`src/rtl/feedback_pkg.sv`:
```
// Shared types and defaults for the clause feedback scheduler.
`timescale 1ns/1ps
package feedback_pkg;
  typedef enum logic [1:0] {
    ST_IDLE   = 2'd0,
    ST_ISSUE  = 2'd1,
    ST_WAIT   = 2'd2,
    ST_COMMIT = 2'd3
  } fb_state_e;

  localparam logic CFG_SEL_STATE  = 1'b0;
  localparam logic CFG_SEL_WEIGHT = 1'b1;

  localparam logic [7:0] DEF_STATE_INIT  = 8'h7F;
  localparam logic [7:0] DEF_WEIGHT_INIT = 8'h01;
endpackage

```
`src/rtl/feedback_sched_fsm.sv`:
```
// Sample sequencing FSM: handshake, datapath enable pulse, latency wait and commit strobe.
// state  | meaning
// IDLE   | ready for a sample or a config access
// ISSUE  | fb_en pulse, latency counter loaded
// WAIT   | waiting out the rest of the datapath latency
// COMMIT | datapath outputs valid, registers load at closing edge
`timescale 1ns/1ps
module feedback_sched_fsm
  import feedback_pkg::*;
#(
  parameter int FB_LATENCY = 2
) (
  input  logic clk,
  input  logic rst_n,
  input  logic s_valid,
  input  logic cfg_we,
  output logic s_ready,
  output logic accept,
  output logic cfg_ok,
  output logic fb_en,
  output logic busy,
  output logic done
);
  fb_state_e state_q, state_d;
  logic [3:0] cnt_q, cnt_d;

  always_ff @(posedge clk) begin
    if (!rst_n) begin
      state_q <= ST_IDLE;
      cnt_q   <= 4'd0;
    end else begin
      state_q <= state_d;
      cnt_q   <= cnt_d;
    end
  end

  always_comb begin
    state_d = state_q;
    cnt_d   = cnt_q;
    s_ready = 1'b0;
    fb_en   = 1'b0;
    busy    = 1'b0;
    done    = 1'b0;
    case (state_q)
      ST_IDLE: begin
        s_ready = ~cfg_we;
        if (s_valid && !cfg_we) state_d = ST_IDLE == ST_IDLE ? ST_ISSUE : ST_IDLE;
      end
      ST_ISSUE: begin
        fb_en   = 1'b1;
        busy    = 1'b1;
        cnt_d   = 4'(FB_LATENCY - 1);
        // ISSUE is itself the first latency cycle, so short latencies skip WAIT
        state_d = (FB_LATENCY > 2) ? ST_WAIT : ST_COMMIT;
      end
      ST_WAIT: begin
        busy  = 1'b1;
        cnt_d = cnt_q - 4'd1;
        if (cnt_q <= 4'd2) state_d = ST_COMMIT;
      end
      ST_COMMIT: begin
        busy    = 1'b1;
        done    = 1'b1;
        cnt_d   = 4'd0;
        state_d = ST_IDLE;
      end
      default: state_d = ST_IDLE;
    endcase
  end

  assign accept = s_valid & s_ready;
  assign cfg_ok = cfg_we & (state_q == ST_IDLE);
endmodule

```
`src/rtl/feedback_scheduler.sv`:
```
// Clause feedback sequencer: owns automaton state and clause weight banks, drives the datapath.
// Optional commit counter enabled by FEEDBACK_SCHED_PERF_CNT_EN.
`timescale 1ns/1ps
module feedback_scheduler
  import feedback_pkg::*;
#(
  parameter int CLAUSE_NUM   = 4,
  parameter int LITERAL_NUM  = 8,
  parameter int STATE_WIDTH  = 8,
  parameter int WEIGHT_WIDTH = 8,
  parameter int FB_LATENCY   = 2,
  parameter logic [STATE_WIDTH-1:0]  STATE_INIT  = DEF_STATE_INIT,
  parameter logic [WEIGHT_WIDTH-1:0] WEIGHT_INIT = DEF_WEIGHT_INIT
) (
  input  logic                                 clk,
  input  logic                                 rst_n,
  input  logic                                 s_valid,
  output logic                                 s_ready,
  input  logic [LITERAL_NUM-1:0]               s_literals,
  input  logic [CLAUSE_NUM-1:0]                s_conj,
  output logic                                 fb_en,
  output logic [LITERAL_NUM-1:0]               fb_literals,
  output logic [CLAUSE_NUM-1:0]                fb_conj,
  output logic [LITERAL_NUM-1:0]               fb_actions,
  output logic [LITERAL_NUM*STATE_WIDTH-1:0]   fb_state_in,
  output logic [CLAUSE_NUM*WEIGHT_WIDTH-1:0]   fb_weight_in,
  input  logic [LITERAL_NUM*STATE_WIDTH-1:0]   fb_state_out,
  input  logic [CLAUSE_NUM*WEIGHT_WIDTH-1:0]   fb_weight_out,
  input  logic                                 cfg_we,
  input  logic                                 cfg_sel,
  input  logic [$clog2(LITERAL_NUM)-1:0]       cfg_addr,
  input  logic [STATE_WIDTH-1:0]               cfg_wdata,
  output logic [STATE_WIDTH-1:0]               cfg_rdata,
  output logic                                 busy,
  output logic                                 done,
  output logic [31:0]                          update_cnt
);
  localparam int WAW = $clog2(CLAUSE_NUM);

  logic accept, cfg_ok;
  logic [STATE_WIDTH-1:0]  state_r  [LITERAL_NUM];
  logic [WEIGHT_WIDTH-1:0] weight_r [CLAUSE_NUM];
  logic state_hit, weight_hit;

  feedback_sched_fsm #(.FB_LATENCY(FB_LATENCY)) u_fsm (
    .clk     (clk),
    .rst_n   (rst_n),
    .s_valid (s_valid),
    .cfg_we  (cfg_we),
    .s_ready (s_ready),
    .accept  (accept),
    .cfg_ok  (cfg_ok),
    .fb_en   (fb_en),
    .busy    (busy),
    .done    (done)
  );

  assign state_hit  = (cfg_sel == CFG_SEL_STATE)  && (int'(cfg_addr) < LITERAL_NUM);
  assign weight_hit = (cfg_sel == CFG_SEL_WEIGHT) && (int'(cfg_addr) < CLAUSE_NUM);

  always_ff @(posedge clk) begin
    if (!rst_n) begin
      for (int i = 0; i < LITERAL_NUM; i++) state_r[i] <= STATE_INIT;
      for (int j = 0; j < CLAUSE_NUM; j++) weight_r[j] <= WEIGHT_INIT;
      fb_literals <= '0;
      fb_conj     <= '0;
    end else begin
      if (accept) begin
        fb_literals <= s_literals;
        fb_conj     <= s_conj;
      end
      if (done) begin
        for (int i = 0; i < LITERAL_NUM; i++)
          state_r[i] <= fb_state_out[i*STATE_WIDTH +: STATE_WIDTH];
        for (int j = 0; j < CLAUSE_NUM; j++)
          weight_r[j] <= fb_weight_out[j*WEIGHT_WIDTH +: WEIGHT_WIDTH];
      end else if (cfg_ok) begin
        if (state_hit)  state_r[cfg_addr] <= cfg_wdata;
        if (weight_hit) weight_r[cfg_addr[WAW-1:0]] <= cfg_wdata[WEIGHT_WIDTH-1:0];
      end
    end
  end

  always_comb begin
    cfg_rdata = '0;
    if (state_hit)       cfg_rdata = state_r[cfg_addr];
    else if (weight_hit) cfg_rdata[WEIGHT_WIDTH-1:0] = weight_r[cfg_addr[WAW-1:0]];
  end

  for (genvar g = 0; g < LITERAL_NUM; g++) begin : g_state
    assign fb_state_in[g*STATE_WIDTH +: STATE_WIDTH] = state_r[g];
    assign fb_actions[g] = state_r[g][STATE_WIDTH-1];
  end
  for (genvar g = 0; g < CLAUSE_NUM; g++) begin : g_weight
    assign fb_weight_in[g*WEIGHT_WIDTH +: WEIGHT_WIDTH] = weight_r[g];
  end

`ifdef FEEDBACK_SCHED_PERF_CNT_EN
  logic [31:0] upd_q;
  always_ff @(posedge clk) begin
    if (!rst_n)    upd_q <= 32'd0;
    else if (done) upd_q <= upd_q + 32'd1;
  end
  assign update_cnt = upd_q;
`else
  assign update_cnt = 32'd0;
`endif
endmodule

```
`config.mk`:
```
export PLATFORM = sky130hd
export DESIGN_NAME = feedback_scheduler
export DESIGN_NICKNAME = d
export VERILOG_FILES = /design/src/rtl/feedback_pkg.sv /design/src/rtl/feedback_sched_fsm.sv /design/src/rtl/feedback_scheduler.sv
export SDC_FILE = /design/constraint.sdc
export NUM_CORES = 1
export LEC_CHECK = 0
export BUFFER_PORTS_ARGS = -buffer_cell sky130_fd_sc_hd__buf_4
export CAP_MARGIN = 5
export CORE_UTILIZATION = 40
export DETAILED_ROUTE_END_ITERATION = 8
export GPL_TIMING_DRIVEN = 0
export HOLD_SLACK_MARGIN = 0.03
export PLACE_DENSITY = 0.7
export SETUP_SLACK_MARGIN = 0.1
export SYNTH_ARGS = -nofsm -noshare
export SYNTH_HDL_FRONTEND = slang
export SYNTH_SLANG_ARGS = --single-unit
```
`constraint.sdc`:
```
create_clock -name clk -period 5.8 [get_ports clk]
set_clock_uncertainty 0.1 [all_clocks]
set_input_delay 1.16 -clock clk [delete_from_list [all_inputs] [get_ports clk]]
set_output_delay 1.16 -clock clk [all_outputs]
set_load 0.02 [all_outputs]
```
==> run summary, run 1 <==
Outcome: finished, final reports clean
Number of endpoints failing setup at the final stage: 0
Total wire length after detailed routing: 20550 um
Static Leak: 3.636 nW
Worst setup endpoint: cfg_rdata[3]
Total count of max-transition violations in the final report: 0
Critical path type: primary input to primary output
Power dissipated by switching net loads: 0.0006821 W
Number of ports placed on the die boundary: 284
Most frequent cells after synthesis: sky130_fd_sc_hd__edfxtp_1, sky130_fd_sc_hd__nand2_1, sky130_fd_sc_hd__o22a_1, sky130_fd_sc_hd__buf_4
Leading area contributor after synthesis: sky130_fd_sc_hd__edfxtp_1
Post-Synthesis Mean Instance Area: 12.00 um^2
Count of unique library cells instantiated by Yosys: 38
Effective utilization at floorplan: 41.13%
P&R area growth vs syn: 46.66%
Kind of capture point of the worst setup path: primary output
Area of the core region: 14590 um^2
Number of sinks handled by clock tree synthesis: 114
Diode insertion count for antenna repair: 0
Yosys warnings: 0
Worst path required time: 4.54 ns
Post-Place Worst Slack: 1.739 ns
Vias in the first global route: 5399
Die extent in x: 124.5 um
TritonCTS clock tree: yes
Share of final-layout standard cells stronger than drive strength 1: 45.26%
Deepest level of the CTS H-tree: 4
Total of buffers placed on input and output ports: 250
Share of Yosys cell area claimed by the top area cell type: 48.04%
Global routing usage summed across all routing layers: 26.19%
Max Buffers Root-to-Sink: 2
DR vias/cell: 5.421
Cell internal pwr: 0.001839 W
Post-cts sizing count: 0
Antenna violations before repair: 0
Reg2Reg Depth: 7
Peak ir drop on the vdd network: 0.1488 mV
Synthesized netlist cell count: 500
Worst Setup SP: cfg_addr[0]
Die Y-Extent: 124.5 um
Setup_tns: 0 ns
Overall power consumption: 0.002521 W
Clock-pin slew on the worst setup and hold paths: 0.05 ns
Max frequency: 248.2 MHz
Total standard cell area after synthesis: 6001 um^2
Final min period: 4.030 ns
Number of synthesized flops with an enable pin: 96
Power density over the cells: 286.5 nW/um^2
Clock network latency to the later pin of the worst-skew pair: 0.40 ns
DRC violation total after the first TritonRoute iteration: 516
R2R Path End: state_r[7][0]
Initial DRT Pass Iterations: 6
Critical Path AT: 2.77 ns
Start of the worst register-to-register path: u_fsm.state_q[0]
Number of endpoints with negative hold slack in the final report: 0
Worst slew margin relative to its limit: 50.45%
Flip-flop and latch count after synthesis: 114
Largest net degree at the start of global routing: 17
Die ar.: 15500 um^2
Register-to-Register Setup Slack: 3.20 ns
Global-route wire length before repair: 30360 um
Quantity of hold-fixing buffers added after cts: 0
Slew at the pin closest to its max-slew limit: 0.7432 ns
Ratio of final minimum period to clock period: 69.48%
Fill cell total of the finished layout: 1216
Buffer type at the clock tree root: sky130_fd_sc_hd__clkbuf_16
Total Nets Final: 931
Hold Path Class: flop to flop
Minimum setup slack in the final design: 1.770 ns
Num rows: 44
Dominant register cell in the synthesized netlist: sky130_fd_sc_hd__edfxtp_1
Dominant cell by count in the synthesized netlist: sky130_fd_sc_hd__edfxtp_1
Post-CTS setup buffers: 0
TritonCTS Buffers: 17
Sequential cell area fraction in the yosys report: 54.05%
Part of the power in combinational logic: 20.1%
Startpoint type of the worst setup path: primary input
Detailed-route wire length per cell: 20.61 um
Clock share of power: 40.8%
Sequential power share: 39.1%
Cell types with the largest area share after synthesis: sky130_fd_sc_hd__edfxtp_1, sky130_fd_sc_hd__mux4_2, sky130_fd_sc_hd__o22a_1, sky130_fd_sc_hd__dfxtp_1, sky130_fd_sc_hd__buf_4
Setup repair after global routing missed its margin: false
Number of nets still failing antenna checks after routing: 0
Routability congestion estimate: 0.8344
Half-perimeter wire length of the detailed placement result: 15960 um
Via Count: 5405
GRT Residual Overflow: 0
Highest net fanout along the worst path: 10
Proportion of register bits with asynchronous set or reset after synthesis: 0%
Fraction of power spent switching nets: 27.05%
Max-cap check violation count: 0
Number of remaining DRC errors: 0
-- area by class of cell --
type	instances	area, um^2	area share (%)
inverter	24	90.09	1.024
buffer	77	465.4	5.289
timing repair buffer	250	1877	21.32
clock inverter	12	140.1	1.592
tap	184	230.2	2.616
clock buffer	20	436.7	4.962
sequential	114	3243	36.85
multi-input combinational	316	2318	26.34
-- metrics by stage --
stage	hold WS (ns)	cell area, um^2	instances	util [%]
final	0.3549	8801	997	60.33
after global routing	0.3868	8801	997	60.33
after CTS	0.3582	8801	997	60.33
after detailed placement	0.3505	8224	965	56.37
after global placement	0.3441	8224	965	56.37
after floorplan	0.3614	6117	531	-
-- registers in the layout, indices dropped and copies added, names as in the netlist --
register       cells
fb_conj            4
fb_literals        8
state_r           64
u_fsm.cnt_q        4
u_fsm.state_q      2
weight_r          32
-- cells by family (layout without fill, tap and decap cells) --
family | Yosys count | count (layout) | share of synthesized area (%)
adders and majority gates | 7 | 7 | 1.459
AOI/OAI and AO/OA | 128 | 128 | 15.87
DFF | 114 | 114 | 54.05
other | 1 | 32 | 0.06249
and+or+nand+nor | 124 | 124 | 10.13
muxes | 25 | 25 | 9.174
buffers and inverters | 101 | 383 | 9.258
-- power groups by stage --
stage | combinational (W) | sequential, W | clock, W
after global placement | 0.000493 | 0.000999 | 0
after CTS | 0.000507 | 0.000986 | 0.00103
final | 0.000507 | 0.000987 | 0.00103
after global routing | 0.000538 | 0.000991 | 0.00107
after detailed placement | 0.000504 | 0.00100 | 0
after floorplan | 0.000231 | 0.00104 | 0
-- critical path: stages --
cell and delay, ns:
sky130_fd_sc_hd__buf_4 0.12, sky130_fd_sc_hd__buf_2 0.35, sky130_fd_sc_hd__mux4_2 0.56, sky130_fd_sc_hd__a22oi_1 0.28, sky130_fd_sc_hd__nand2_1 0.12, sky130_fd_sc_hd__buf_4 0.17
-- layout by cell type, fill, tap and decap left out, drive strengths merged, types with 2 or more instances in the layout --
cell type and n:
a21oi 18, and3 2, ha 7, nor3 6
inv 23, mux4 24, edfxtp 96, or3 3
clkbuf 42, o22a 46, a22o 24, clkinvlp 3
nor2b 6, buf 305, o21ai 14, a22oi 8
nor2 20, clkinv 7, nand3 17, a21o 2
and2 2, dfxtp 18, nand2 61, conb 32
a31oi 14, nand4 2, bufinv 3
-- worst min-delay path by stage --
stage	start	endpoint	slack [ns]	cells after the start
5_1_grt	fb_literals[3]	fb_literals[3]	0.39	2
6_report	fb_literals[6]	fb_literals[6]	0.35	2
4_1_cts	fb_literals[6]	fb_literals[6]	0.36	2
2_1_floorplan	u_fsm.cnt_q[0]	u_fsm.cnt_q[0]	0.36	2
3_5_place_dp	fb_literals[6]	fb_literals[6]	0.35	2
3_3_place_gp	fb_literals[2]	fb_literals[2]	0.34	2
-- layer usage --
| layer | up-vias | routed length [um] | GRT usage [%] |
|---|---|---|---|
| met5 | - | 0 | 0 |
| met4 | 0 | 523 | 9.851 |
| met3 | 40 | 1802 | 6.143 |
| met2 | 323 | 10500 | 44.72 |
| met1 | 2618 | 7729 | 32.05 |
| li1 | 2424 | - | - |
Power figures use the tool's default switching activity.
==> inputs of run 2 (changes only) <==
- PLACE_DENSITY: 0.7 -> 0.72
- clock period: 5.8 -> 3.7 ns (I/O delays scaled with it)
==> run 2 against run 1 <==
Largest power group unchanged. Hold slack gained 0.0049 ns. Sequential power grew 57%. Combinational power grew 55%. Global-route usage grew 0.39 points. Power grew 55%. Sequential share of layout area is essentially flat. Critical path type unchanged. Via count shrank 0.11%. Utilization is essentially flat. Design area is essentially flat. Final cell count is the same. Sequential cell count is the same. Die area is the same.
==> run summary, run 2 (same netlist as run 1, synthesis figures left out) <==
Outcome: finished, final reports clean
Effective utilization at floorplan: 41.13% (unchanged)
Vias in the first global route: 5360 (-0.72%)
Number of sinks handled by clock tree synthesis: 114 (unchanged)
Minimum setup slack in the final design: 0.5863 ns (-1.184 ns)
Worst path required time: 2.86 ns (-1.68 ns)
Most used cells in the layout excluding fill and tap cells: sky130_fd_sc_hd__buf_4, sky130_fd_sc_hd__edfxtp_1, sky130_fd_sc_hd__nand2_1, sky130_fd_sc_hd__o22a_1, sky130_fd_sc_hd__conb_1
Die ar.: 15500 um^2 (unchanged)
Quantity of hold-fixing buffers added after cts: 0 (unchanged)
Total Nets Final: 931 (unchanged)
Critical Path AT: 2.27 ns (-0.50 ns)
Register ranked first by flip-flop count: state_r
Buffer type at the clock tree root: sky130_fd_sc_hd__clkbuf_16
TritonCTS clock tree: yes
Slew at the pin closest to its max-slew limit: 0.7305 ns (-0.01271 ns)
Largest registers ranked by flip-flop count: state_r x64, weight_r x32, fb_literals x8
Power density over the cells: 445.0 nW/um^2 (+55%)
Largest net degree at the start of global routing: 17 (unchanged)
Half-perimeter wire length of the detailed placement result: 16270 um (+1.9%)
Final min period: 3.114 ns
Post-CTS setup buffers: 0 (unchanged)
Worst slew margin relative to its limit: 51.30% (+0.85 points)
TritonCTS Buffers: 17 (unchanged)
Number of endpoints with negative hold slack in the final report: 0 (unchanged)
GRT Residual Overflow: 0 (unchanged)
Peak ir drop on the vdd network: 0.2304 mV (+55%)
Dominant delay contributor by cell family on the critical path: buffers and inverters
Post-cts sizing count: 0 (unchanged)
DR vias/cell: 5.415 (-0.11%)
Area of the core region: 14590 um^2 (unchanged)
CP cell instances: buf_4 > buf_2 > mux4_2 > a22oi_1 > nand2_1 > buf_4
Number of remaining DRC errors: 0 (unchanged)
Met2 global-route usage: 46.31% (+1.6 points)
Max frequency: 321.2 MHz
Critical path's largest stage delay: 0.60 ns (+0.04 ns)
Fill cell total of the finished layout: 1260 (+3.6%)
Global routing usage summed across all routing layers: 26.58% (+0.39 points)
GRT Max-Usage Layer: met2
Post-Place Worst Slack: 0.6169 ns (-1.122 ns)
Slowest stage cell on the critical path: sky130_fd_sc_hd__mux4_2
Number of nets still failing antenna checks after routing: 0 (unchanged)
Total of buffers placed on input and output ports: 250 (unchanged)
Routability congestion estimate: 0.8780 (+5.2%)
Hold Path Class: flop to flop
Max-cap check violation count: 0 (unchanged)
Overall power consumption: 0.003917 W (+55%)
Die extent in x: 124.5 um (unchanged)
Global-route wire length before repair: 30810 um (+1.5%)
Ratio of final minimum period to clock period: 84.15%
Num rows: 44 (unchanged)
Area of combinational cells with multiple inputs: 2318 um^2 (unchanged)
Max Buffers Root-to-Sink: 2 (unchanged)
Total wire length after detailed routing: 20760 um (+1.0%)
CP bufs+invs: 3 (unchanged)
Clock network latency to the later pin of the worst-skew pair: 0.41 ns (about the same)
Clock-pin slew on the worst setup and hold paths: 0.05 ns (about the same)
Number of endpoints failing setup at the final stage: 0 (unchanged)
FF+latch area: 3243 um^2 (unchanged)
Number of ports placed on the die boundary: 284 (unchanged)
GRT met1 Usage: 30.97% (-1.1 points)
Deepest level of the CTS H-tree: 4 (unchanged)
Via Count: 5399 (-0.11%)
Most common cell after layout, fill and taps aside: sky130_fd_sc_hd__buf_4
Antenna violations before repair: 0 (unchanged)
Setup_tns: 0 ns (unchanged)
Detailed-route wire length per cell: 20.82 um (+1.0%)
Initial DRT Pass Iterations: 5 (-1)
Critical path type: primary input to primary output
Highest net fanout along the worst path: 10 (unchanged)
Setup repair after global routing missed its margin: false
Startpoint type of the worst setup path: primary input
Total count of max-transition violations in the final report: 0 (unchanged)
Met3 track demand over resource in global routing: 6.787% (+0.64 points)
Diode insertion count for antenna repair: 0 (unchanged)
Kind of capture point of the worst setup path: primary output
Max reg flops: 64 (unchanged)
P&R area growth vs syn: 46.68% (about the same)
Static Leak: 3.650 nW (+0.36%)
Die Y-Extent: 124.5 um (unchanged)
DRC violation total after the first TritonRoute iteration: 485 (-6.0%)
Share of final-layout standard cells stronger than drive strength 1: 45.26% (unchanged)
Crit path top cell by count: sky130_fd_sc_hd__buf_4
-- run 2: tightest hold or removal path: stages, from the launching register on --
cell	delay, ns
sky130_fd_sc_hd__dfxtp_1	0.31
sky130_fd_sc_hd__nand2_1	0.05
sky130_fd_sc_hd__a21oi_1	0.05
-- run 2: worst paths after layout --
path	endpoint	cells after the start	slack, ns	start
max	cfg_rdata[3]	6	0.59	cfg_addr[0]
min	fb_literals[0]	2	0.36	fb_literals[0]
min reg2reg	fb_literals[0]	2	0.36	fb_literals[0]
max reg2reg	state_r[2][7]	7	1.16	u_fsm.state_q[0]
-- run 2: area by class of cell --
class                           count  share of cell area (%)
Buffer                             77                   5.288
Inverter                           24                   1.023
Sequential cell                   114                   36.84
Tap cell                          184                   2.615
Clock buffer                       29                   6.397
Timing Repair Buffer              250                   21.32
Clock inverter                      3                  0.1706
Multi-Input combinational cell    316                   26.34
-- run 2: metal layers --
metal | routed length, um | part of all wire (%)
met5 | 0 | 0
met2 | 10670 | 51
met1 | 7857 | 38
met3 | 1623 | 7.8
met4 | 604 | 2.9
-- run 2: through the flow --
| step | hold WS, ns | area (um^2) | cells | utilization, % |
|---|---|---|---|---|
| 2_1_floorplan | 0.3614 | 6117 | 531 | - |
| 3_3_place_gp | 0.3457 | 8224 | 965 | 56.37 |
| 3_5_place_dp | 0.3504 | 8224 | 965 | 56.37 |
| 4_1_cts | 0.3597 | 8802 | 997 | 60.33 |
| 5_1_grt | 0.3879 | 8802 | 997 | 60.33 |
| 6_report | 0.3598 | 8802 | 997 | 60.33 |
-- run 2: report_power, final --
part / switching [W] / total, W / leakage (nW) / internal [W]
Clock: 0.000557 / 0.00158 / 0.288 / 0.00102
Sequential: 0.0000580 / 0.00155 / 0.969 / 0.00149
Combinational: 0.000443 / 0.000787 / 2.39 / 0.000344
Total: 0.00106 / 0.00392 / 3.65 / 0.00286
